===== src/rtl/popcount_stream_accum.sv =====
// popcount_stream_accum: sums per-byte popcounts over a frame, counts beats,
// flags saturation and oversized counts, and holds the result until taken.
//
// state | meaning
// IDLE  | no beat accepted yet for the current frame
// ACCUM | frame in progress
// DONE  | result held on the output until out_ready
module popcount_stream_accum #(
  parameter int SUM_W = 16
) (
  input  logic             clk,
  input  logic             rst_n,
  input  logic [3:0]       in_count,
  input  logic             in_valid,
  input  logic             in_last,
  output logic             in_ready,
  input  logic             in_abort,
  output logic [SUM_W-1:0] out_sum,
  output logic [15:0]      out_beats,
  output logic             out_ovf,
  output logic             out_err,
  output logic             out_valid,
  input  logic             out_ready
);

  localparam logic [1:0] IDLE  = 2'd0;
  localparam logic [1:0] ACCUM = 2'd1;
  localparam logic [1:0] DONE  = 2'd2;

  localparam logic [SUM_W-1:0] SUM_MAX = '1;

  logic [1:0]       r_state;
  logic [SUM_W-1:0] r_sum;
  logic [15:0]      r_beats;
  logic             r_ovf;
  logic             r_err;
  logic             r_rdy_en;

  logic             w_accept;
  logic             w_big;
  logic [3:0]       w_clamped;
  logic [SUM_W:0]   w_sum_ext;
  logic [SUM_W-1:0] w_sum_sat;
  logic [15:0]      w_beats_next;

  // r_rdy_en keeps in_ready low until the first clock edge after reset release
  assign in_ready  = r_rdy_en && (r_state != DONE) && !in_abort;
  assign w_accept  = in_valid && in_ready;
  assign w_big     = (in_count > 4'd8);
  assign w_clamped = w_big ? 4'd8 : in_count;
  assign w_sum_ext = {1'b0, r_sum} + {{(SUM_W-3){1'b0}}, w_clamped};
  assign w_sum_sat = w_sum_ext[SUM_W] ? SUM_MAX : w_sum_ext[SUM_W-1:0];
  assign w_beats_next = (r_beats == 16'hFFFF) ? r_beats : r_beats + 16'd1;

  assign out_valid = (r_state == DONE);
  assign out_sum   = out_valid ? r_sum   : '0;
  assign out_beats = out_valid ? r_beats : 16'd0;
  assign out_ovf   = out_valid && r_ovf;
  assign out_err   = out_valid && r_err;

  always_ff @(posedge clk or negedge rst_n) begin
    if (!rst_n) begin
      r_state  <= IDLE;
      r_sum    <= '0;
      r_beats  <= 16'd0;
      r_ovf    <= 1'b0;
      r_err    <= 1'b0;
      r_rdy_en <= 1'b0;
    end else begin
      r_rdy_en <= 1'b1;
      case (r_state)
        IDLE, ACCUM: begin
          if (in_abort) begin
            r_state <= IDLE;
            r_sum   <= '0;
            r_beats <= 16'd0;
            r_ovf   <= 1'b0;
            r_err   <= 1'b0;
          end else if (w_accept) begin
            r_sum   <= w_sum_sat;
            r_beats <= w_beats_next;
            r_ovf   <= r_ovf | w_sum_ext[SUM_W];
            r_err   <= r_err | w_big;
            r_state <= in_last ? DONE : ACCUM;
          end
        end
        DONE: begin
          if (out_ready) begin
            r_state <= IDLE;
            r_sum   <= '0;
            r_beats <= 16'd0;
            r_ovf   <= 1'b0;
            r_err   <= 1'b0;
          end
        end
        default: r_state <= IDLE;
      endcase
    end
  end

endmodule


===== config.mk =====
export PLATFORM = sky130hd
export DESIGN_NAME = popcount_stream_accum
export DESIGN_NICKNAME = d
export VERILOG_FILES = /design/src/rtl/popcount_stream_accum.sv
export SDC_FILE = /design/constraint.sdc
export NUM_CORES = 1
export LEC_CHECK = 0
export CELL_PAD_IN_SITES_DETAIL_PLACEMENT = 1
export CELL_PAD_IN_SITES_GLOBAL_PLACEMENT = 1
export CORE_ASPECT_RATIO = 1.1
export CORE_UTILIZATION = 39
export CTS_CLUSTER_DIAMETER = 100
export DETAILED_ROUTE_END_ITERATION = 10
export PLACE_DENSITY = 0.78
export SETUP_SLACK_MARGIN = 0.02
export SYNTH_ARGS = -nofsm -noshare
export SYNTH_HDL_FRONTEND = slang
export SYNTH_SLANG_ARGS = --single-unit

===== constraint.sdc =====
create_clock -name clk -period 2.28 [get_ports clk]
set_clock_uncertainty 0.15 [all_clocks]
set_input_delay 0.456 -clock clk [delete_from_list [all_inputs] [get_ports clk]]
set_output_delay 0.456 -clock clk [all_outputs]
set_load 0.005 [all_outputs]

==> results of run 1 <==
-- layout by cell type (no fill, tap or decap), drive strengths merged, types with 2 or more instances in the layout --
cell / netlist / layout
nand4: 6 / 6
dlymetal6s2s: 0 / 22
a41oi: 2 / 2
nor3: 6 / 6
clkdlybuf4s50: 0 / 6
a21oi: 11 / 11
o31ai: 7 / 7
and2: 38 / 38
a22oi: 2 / 2
o41ai: 5 / 5
a31oi: 13 / 13
nand3: 17 / 17
nand2b: 2 / 2
dfrtp: 37 / 37
o21ai: 32 / 32
ha: 5 / 5
nor2b: 4 / 4
dlygate4sd2: 0 / 16
clkbuf: 7 / 8
nor2: 24 / 24
nand2: 27 / 27
and3: 5 / 5
buf: 7 / 49
-- final timing paths --
kind                                             start                      end  slack, ps  depth (start not counted)
worst max-delay path                       in_count[2]    r_sum[11]$_DFFE_PN0P_         90                          8
worst min-delay path                 r_ovf$_DFFE_PN0P_        r_ovf$_DFFE_PN0P_        350                          2
worst max register to register  r_state[1]$_DFFE_PN0P_    r_sum[11]$_DFFE_PN0P_        260                          8
worst min register to register       r_ovf$_DFFE_PN0P_        r_ovf$_DFFE_PN0P_        350                          2
max in group asynchronous                        rst_n  r_beats[13]$_DFFE_PN0P_       1170                          2
min in group asynchronous                        rst_n    r_sum[11]$_DFFE_PN0P_        460                          2
-- layout make-up --
class                      instances  area [sq um]
fill                             678          2320
multi-input combinational        225          1480
sequential                        37           926
timing repair buffer              94           911
clock buffer                       7          96.3
tap                               77          96.3
clock inverter                     1          5.00
inverter                           1          3.75
-- layer usage --
metal	GRT usage	up-vias	wire length, um
li1	-	1175	-
met1	0.306	1266	3500
met2	0.501	65	4670
met3	0.0372	14	271
met4	0.0944	0	150
met5	0	-	0
-- stage by stage --
| stage | area (sq um) | util | hold slack, ps | power [mW] | setup WS [ps] |
|---|---|---|---|---|---|
| 3_5_place_dp | 3130 | 0.536 | 335 | 0.928 | -542 |
| 6_report | 3520 | 0.602 | 351 | 1.50 | 92.8 |
| 5_1_grt | 3520 | 0.602 | 406 | 1.55 | 4.19 |
| 4_1_cts | 3370 | 0.577 | 353 | 1.49 | -112 |
| 2_1_floorplan | 2380 | - | 10.4 | 0.811 | 34.1 |
| 3_3_place_gp | 3130 | 0.536 | 333 | 0.916 | -439 |
-- power groups by stage --
stage / sequential (mW) / clock (mW) / combinational, mW
after global placement: 0.696 / 0 / 0.221
after floorplan: 0.695 / 0 / 0.116
final: 0.686 / 0.530 / 0.283
after detailed placement: 0.697 / 0 / 0.231
after CTS: 0.685 / 0.540 / 0.262
after global routing: 0.687 / 0.555 / 0.306
-- registers in the layout (all words and copies together), names as in the netlist --
register / count
r_beats: 16
r_sum: 16
r_state: 2
r_err: 1
r_ovf: 1
r_rdy_en: 1
-- logic make-up after synthesis --
logic type	after synthesis	share of synthesized area
xor+xnor	2	0.00736
buf+inv	15	0.0384
fa+ha+maj	6	0.0347
flops	37	0.389
compound gates	81	0.225
other cells	1	0.00158
simple gates	135	0.304
-- worst reg2reg max path, delay by kind of cell (launching register included) --
kind | cells | cell delay [ps]
buffers and inverters | 4 | 520
DFF | 1 | 390
and+or+nand+nor | 4 | 920
-- timing repair --
action                     4_1_cts  5_1_grt
pin swaps                        4        9
setup endpoints to repair       52       36
resized for setup               41       39
buffers inserted                 7        2
gates cloned                     2        0
==> metrics, run 1 <==
run status finished, final reports clean; maximum capacitance violations 0; hold_buf cts 0; initial antenna violation count 0; Pins Over Slew Limit 0; Total GRT Usage 0.267; critical path type in2reg; Setup crit start kind input port; post-synthesis async set-or-reset flop share 1.00; Routed Antenna Nets 0; CP endpoint kind flop; minimum clock period 2190 ps; share of the yosys chip area belonging to registers 0.389; clock-pin slew on the worst setup and hold paths 90 ps; Post-route DRC 0; Post-synth top flop dfrtp_1; antenna cells 0; crit path buf inv count 1; cell area after synthesis 2380 sq um; htree depth 2; Rows 29; vias post-DR 2520; Sink Count 37; CP max FO 4; worst path required time 2370 ps; CTS tree yes; Syn Area/Cell 8.59 sq um; Final Cycle Share 0.959; YS warnings 0; drt wl/cell 19.4 um; clock share of power 0.354; Final Setup Violations 0; Vias per Instance 5.70; DRT iter0 DRCs 122; Yosys reg bits 37; Post-DP HPWL 5.41 mm; maximum clock frequency 0.457 GHz; sw frac 0.283; Leak Pwr 1.95 nW; worst slew pin tran 518 ps; starting density of the core 0.407; CP arrival 2280 ps; nets@finish 380; drt pass-1 iters 4; Distinct cells, synth 49; Hold Path Class reg2reg; crit-path max cell delay 500 ps; cell internal pwr 1.07 mW; WL final 8.59 mm; RSZ-0062 raised after global routing no; Syn Inst Count 277; largest net degree at the start of global routing 38; switching pwr 0.424 mW; clk root buf clkbuf_8; CTS Buffer Depth 2; Area Growth Syn to Fin 47.8%; layout cell share with drive strength beyond 1 0.249; total congestion overflow 0; relative max-transition margin 0.654; vias in the first global route 2678; chip height 83.9 um; fin cells 442; Gate power share 0.189; core region area 5840 sq um; Seq pwr share 0.458; die width 76.5 um; Syn Nets 293; Die Footprint 6420 sq um; I/O pin count 46; Post-synth EDFFs 0; GPL Wtd Cong 0.790; Cells after DPL 423; clock latency on the worst-skew pair 300 ps; setup TNS 0 ps; top cell type's share of synthesized area 0.389; area leader, netlist dfrtp_1; CTS Buf Count 5; CP top delay family simple AND/OR/NAND/NOR gates; IO Port Bufs 45; final hold violation count 0; commonest cells in the netlist and2_1 (37), dfrtp_1 (37), nand2_1 (27); PwrDens 426 nW/um^2; worst path cell trace clkdlybuf4s50_1 > nor2b_4 > ha_4 > o21ai_1 > o21bai_2 > nand2_2 > or4_1 > nand3_1; maximum VDD drop 0.228 mV; Synth area leaders dfrtp_1 (39%), and2_1 (9.7%), o21ai_0 (5.0%), nand2_1 (4.3%), nor2_1 (3.5%); crit path max-delay cell type or4_1; first-pass GRT wire length 13.4 mm
No activity file was read; power rests on OpenSTA's default activity.
==> run 2: changes to the inputs <==
--- a/config.mk
+++ b/config.mk
@@ -8,11 +8,14 @@
 export CELL_PAD_IN_SITES_DETAIL_PLACEMENT = 1
 export CELL_PAD_IN_SITES_GLOBAL_PLACEMENT = 1
 export CORE_ASPECT_RATIO = 1.1
-export CORE_UTILIZATION = 39
+export CORE_UTILIZATION = 40
 export CTS_CLUSTER_DIAMETER = 100
+export CTS_CLUSTER_SIZE = 24
 export DETAILED_ROUTE_END_ITERATION = 10
-export PLACE_DENSITY = 0.78
+export DONT_BUFFER_PORTS = 1
+export PLACE_DENSITY = 0.67
 export SETUP_SLACK_MARGIN = 0.02
 export SYNTH_ARGS = -nofsm -noshare
 export SYNTH_HDL_FRONTEND = slang
 export SYNTH_SLANG_ARGS = --single-unit
+export TNS_END_PERCENT = 30
==> run 2 against run 1 <==
  * Critical path depth is 5 lower
  * Hold slack worse by 270 ps
  * Combinational power fell by 37%
  * Critical path type is now reg2out
  * Cell count shrank 17%
  * Non-clock buffer count fell by 73
  * Cell area fell by 24%
  * Sequential share of layout area up 8.2 points
  * Setup slack lost 11 ps
==> metrics, run 2 (synthesis results as in run 1) <==
drt wl/cell 17.6 um; htree depth 2; critical path type reg2out; PwrDens 500 nW/um^2; clock latency on the worst-skew pair 290 ps; RSZ-0062 raised after global routing yes; switching pwr 0.368 mW; Rows 29; CP endpoint kind output pin; drt pass-1 iters 4; Hold Path Class in2reg; WL final 6.47 mm; initial antenna violation count 0; starting density of the core 0.412; WHS Path Cells 1; met2 GRT Util 0.377; most frequent cells in the layout and2_1 (37), dfrtp_1 (37), nand2_1 (27), o21ai_0 (23), nor2_1 (22); minimum clock period 2200 ps; busiest metal layer after global routing met2; Gate power share 0.132; cell internal pwr 0.973 mW; beginning of the worst hold path in_abort; crit path max-delay cell type dfrtp_1; M1 GR Usage 0.284; clock-pin slew on the worst setup and hold paths 80 ps; dpl cell area 2550 sq um; cell area after layout 2680 sq um; Final Cycle Share 0.964; Area Growth Syn to Fin 12.6%; crit path buf inv count 0; Die Footprint 6260 sq um; clk root buf clkbuf_8; vias post-DR 2131; total congestion overflow 0; Routed Antenna Nets 0; layout cell share with drive strength beyond 1 0.162; Total GRT Usage 0.224; Worst Hold End r_state[0]$_DFFE_PN0P_; setup TNS 0 ps; Vias per Instance 5.79; CTS tree yes; first-pass GRT wire length 10.8 mm; maximum clock frequency 0.455 GHz; GPL Wtd Cong 0.837; fin cells 368; I/O pin count 46; Regs by FF count r_beats x16, r_sum x16, r_state x2; FF-to-FF Start r_sum[0]$_DFFE_PN0P_; worst reg2reg path depth 8; worst path cell trace nor2b_2 > nor2_1 > and2_1; CP top delay family simple AND/OR/NAND/NOR gates; final hold violation count 0; worst path required time 1670 ps; CP max FO 7; Seq pwr share 0.510; post-CTS setup buffers 0; met3 usage 0.0364; nets@finish 307; core region area 5770 sq um; maximum VDD drop 0.234 mV; CTS Buf Count 5; IO Port Bufs 0; reg2reg setup slack 140 ps; final core occ 0.464; sw frac 0.274; worst reg2reg endpoint r_sum[1]$_DFFE_PN0P_; DRT iter0 DRCs 76; clock share of power 0.358; Setup crit start kind flop; fill cell count 686; relative max-transition margin 0.649; largest net degree at the start of global routing 38; Post-DP HPWL 4.78 mm; Post-route DRC 0; Pins Over Slew Limit 0; worst slew pin tran 525 ps; antenna cells 0; crit-path max cell delay 440 ps; Sink Count 37; run status finished, final reports clean; die width 75.5 um; Leak Pwr 1.14 nW; CP arrival 1590 ps; maximum capacitance violations 0; area of the multi-input gates 1380 sq um; vias in the first global route 2173; Final Setup Violations 0; chip height 82.9 um; Reg area 926 sq um; CTS Buffer Depth 2; Cells after DPL 359
-- run 2: cell types whose count changed in the layout (fill, tap and decap cells not counted), sizes merged --
| cell | before | now |
|---|---|---|
| buf | 49 | 20 |
| clkdlybuf4s50 | 6 | 0 |
| dlymetal6s2s | 22 | 0 |
| dlygate4sd3 | 0 | 1 |
| dlygate4sd2 | 16 | 0 |
| clkinv | 1 | 0 |
| clkbuf | 8 | 7 |
-- run 2: worst max-delay path by stage --
| stage | start | to | slack (ps) | cells after the start |
|---|---|---|---|---|
| 6_report | r_state[1]$_DFFE_PN0P_ | in_ready | 80 | 3 |
| 5_1_grt | r_state[1]$_DFFE_PN0P_ | in_ready | 4 | 3 |
| 4_1_cts | r_sum[0]$_DFFE_PN0P_ | r_sum[1]$_DFFE_PN0P_ | 40 | 8 |
| 3_5_place_dp | in_count[0] | r_sum[1]$_DFFE_PN0P_ | -110 | 9 |
| 3_3_place_gp | in_count[0] | r_sum[1]$_DFFE_PN0P_ | -50 | 9 |
| 2_1_floorplan | in_count[0] | r_sum[11]$_DFFE_PN0P_ | 30 | 9 |
-- run 2: power by group through the flow --
stage          registers, mW  logic [mW]  clock network (mW)
6_report               0.684       0.177               0.479
5_1_grt                0.687       0.201               0.516
4_1_cts                0.684       0.180               0.502
3_5_place_dp           0.697       0.158                   0
3_3_place_gp           0.697       0.157                   0
2_1_floorplan          0.695       0.116                   0
-- run 2: what timing repair did --
item / 4_1_cts / 5_1_grt
endpoints found under the hold margin: 37 / 0
resized for setup: 0 / 5
endpoints found under the setup margin: 0 / 18
hold buffers: 2 / 0
-- run 2: layout make-up --
type                            instances  share of cell area
Sequential cell                        37               0.346
Inverter                                1             0.00140
Multi-Input combinational cell        225               0.516
Timing Repair Buffer                   21              0.0691
Clock buffer                            7              0.0322
Tap cell                               77              0.0360
-- run 2: worst register-to-register path, cell delays in order (launching register included) --
cell and delay [ps]:
dfrtp_1 410, ha_2 220, fa_2 370, nand3_2 110
a21oi_1 80, and3_2 270, buf_12 140, o21ai_0 190
nand2_1 90
-- run 2: metrics by stage --
stage          setup slack [ps]  total power, mW  hold slack, ps
2_1_floorplan              34.1            0.811            10.4
3_3_place_gp              -55.0            0.854            11.4
3_5_place_dp               -114            0.856            11.2
4_1_cts                    37.6             1.37            63.4
5_1_grt                    3.66             1.40            72.8
6_report                   81.5             1.34            77.9
-- run 2: routing by layer --
metal	share of wire	vias up	routed length, um
li1	-	1033	-
met1	0.45	1054	2940
met2	0.51	34	3270
met3	0.023	10	151
met4	0.017	0	110
met5	0	-	0
==> run 3: changes to the inputs <==
--- a/config.mk
+++ b/config.mk
@@ -13,7 +13,7 @@
 export CTS_CLUSTER_SIZE = 24
 export DETAILED_ROUTE_END_ITERATION = 10
 export DONT_BUFFER_PORTS = 1
-export PLACE_DENSITY = 0.67
+export PLACE_DENSITY_LB_ADDON = 0.1
 export SETUP_SLACK_MARGIN = 0.02
 export SYNTH_ARGS = -nofsm -noshare
 export SYNTH_HDL_FRONTEND = slang
==> run 3 against run 2 <==
  * Non-clock buffer count up 3
  * Critical path type is now reg2reg
  * Highest routed layer unchanged
  * Clock power down 5.8%
  * Total power down 1.8%
  * Sequential cell count unchanged
  * Global-route usage up 0.80 points
  * Via count down 0.56%
  * Register-to-register slack better by 30 ps
  * Maximum frequency up 4.3%
  * Core utilization up 0.065 points
==> metrics, run 3 (synthesis results as in run 1) <==
final core occ 0.465; maximum capacitance violations 0; Regs by FF count r_beats x16, r_sum x16, r_state x2; drt wl/cell 17.3 um; Total GRT Usage 0.232; CP arrival 2130 ps; final hold violation count 0; total power 1.32 mW; clock latency on the worst-skew pair 280 ps; beginning of the worst hold path in_abort; initial antenna violation count 0; starting density of the core 0.412; cell area after layout 2680 sq um; maximum clock frequency 0.474 GHz; worst path required time 2300 ps; CTS Buf Count 5; Sink Count 37; Leak Pwr 1.15 nW; Hold Path Class in2reg; clock-pin slew on the worst setup and hold paths 70 ps; WHS Path Cells 1; layout cell share with drive strength beyond 1 0.166; FF-to-FF Start r_sum[0]$_DFFE_PN0P_; fin cells 372; chip height 82.9 um; Post-route DRC 0; minimum clock period 2110 ps; htree depth 2; Final Setup Violations 0; RSZ-0062 raised after global routing no; worst reg2reg endpoint r_sum[11]$_DFFE_PN0P_; PwrDens 491 nW/um^2; antenna cells 0; WL final 6.43 mm; CP endpoint kind flop; Cells after DPL 362; core region area 5770 sq um; dpl cell area 2560 sq um; Post-DP HPWL 4.81 mm; vias post-DR 2119; vias in the first global route 2196; most frequent cells in the layout and2_1 (37), dfrtp_1 (37), nand2_1 (27), o21ai_0 (23); DRT iter0 DRCs 76; I/O pin count 46; worst slew pin tran 532 ps; Area Growth Syn to Fin 12.7%; reg2reg setup slack 170 ps; CP max FO 7; Rows 29; GPL Wtd Cong 0.793; clk root buf clkbuf_8; largest net degree at the start of global routing 38; CTS Buffer Depth 2; IO Port Bufs 0; final worst slack 171 ps; critical path type reg2reg; Vias per Instance 5.70; drt pass-1 iters 2; first-pass GRT wire length 11.1 mm; Pins Over Slew Limit 0; Routed Antenna Nets 0; Final Cycle Share 0.925; Setup crit start kind flop; total congestion overflow 0; Die Footprint 6260 sq um; Worst Hold End r_state[0]$_DFFE_PN0P_; DP Worst Slack -79.9 ps; die width 75.5 um; CTS tree yes; worst reg2reg path depth 8; relative max-transition margin 0.646; nets@finish 310; run status finished, final reports clean; maximum VDD drop 0.283 mV
-- run 3: cell count changes in the layout (fill, tap and decap cells not counted) --
cell / before / now
buf_4: 18 / 22
clkbuf_1: 1 / 3
buf_12: 2 / 1
clkbuf_8: 6 / 5
-- run 3: layout make-up --
type | instances | area, sq um
multi-input cells | 225 | 1380
well taps | 77 | 96.3
clock buffers | 8 | 80.1
inverters | 1 | 3.75
flip-flops and latches | 37 | 926
fillers | 693 | 3090
repair buffers | 24 | 195
-- run 3: repair_timing --
| item | 4_1_cts | 5_1_grt |
|---|---|---|
| endpoints found under the hold margin | 37 | 0 |
| buffers inserted | 0 | 0 |
| gates resized for setup | 0 | 5 |
| setup endpoints to repair | 0 | 17 |
| hold buffers | 2 | 0 |
-- run 3: per-stage QoR --
| step | TNS (ps) | hold slack, ps |
|---|---|---|
| after floorplan | 0 | 10.4 |
| after global placement | -48.4 | 11.4 |
| after detailed placement | -319 | 11.2 |
| after CTS | 0 | 77.9 |
| after global routing | 0 | 70.7 |
| final | 0 | 90.8 |
-- run 3: how the worst max path moves through the flow --
| stage | cells past startpoint | slack (ps) | from | endpoint |
|---|---|---|---|---|
| 2_1_floorplan | 9 | 30 | in_count[0] | r_sum[11]$_DFFE_PN0P_ |
| 3_3_place_gp | 9 | -40 | in_count[0] | r_sum[11]$_DFFE_PN0P_ |
| 3_5_place_dp | 9 | -80 | in_count[0] | r_sum[15]$_DFFE_PN0P_ |
| 4_1_cts | 5 | 70 | r_state[0]$_DFFE_PN0P_ | r_sum[12]$_DFFE_PN0P_ |
| 5_1_grt | 7 | 40 | r_sum[3]$_DFFE_PN0P_ | r_sum[15]$_DFFE_PN0P_ |
| 6_report | 8 | 170 | r_sum[0]$_DFFE_PN0P_ | r_sum[11]$_DFFE_PN0P_ |
-- run 3: worst max-delay path: stages (launching register included) --
cell     delay, ps
dfrtp_1        410
ha_2           220
fa_2           360
nand3_2        110
a21oi_1         80
and3_2         260
buf_4          160
a22oi_1        160
nand3_1         90
-- run 3: layer usage --
layer | GRT usage | part of all wire
met1 | 0.288 | 0.44
met3 | 0.0364 | 0.021
met2 | 0.403 | 0.53
met5 | 0 | 0
met4 | 0.0673 | 0.0095
-- run 3: report_power, final --
part	internal, mW	total [mW]	switching (mW)
clock network	0.218	0.451	0.234
logic	0.0661	0.180	0.114
registers	0.670	0.685	0.0143
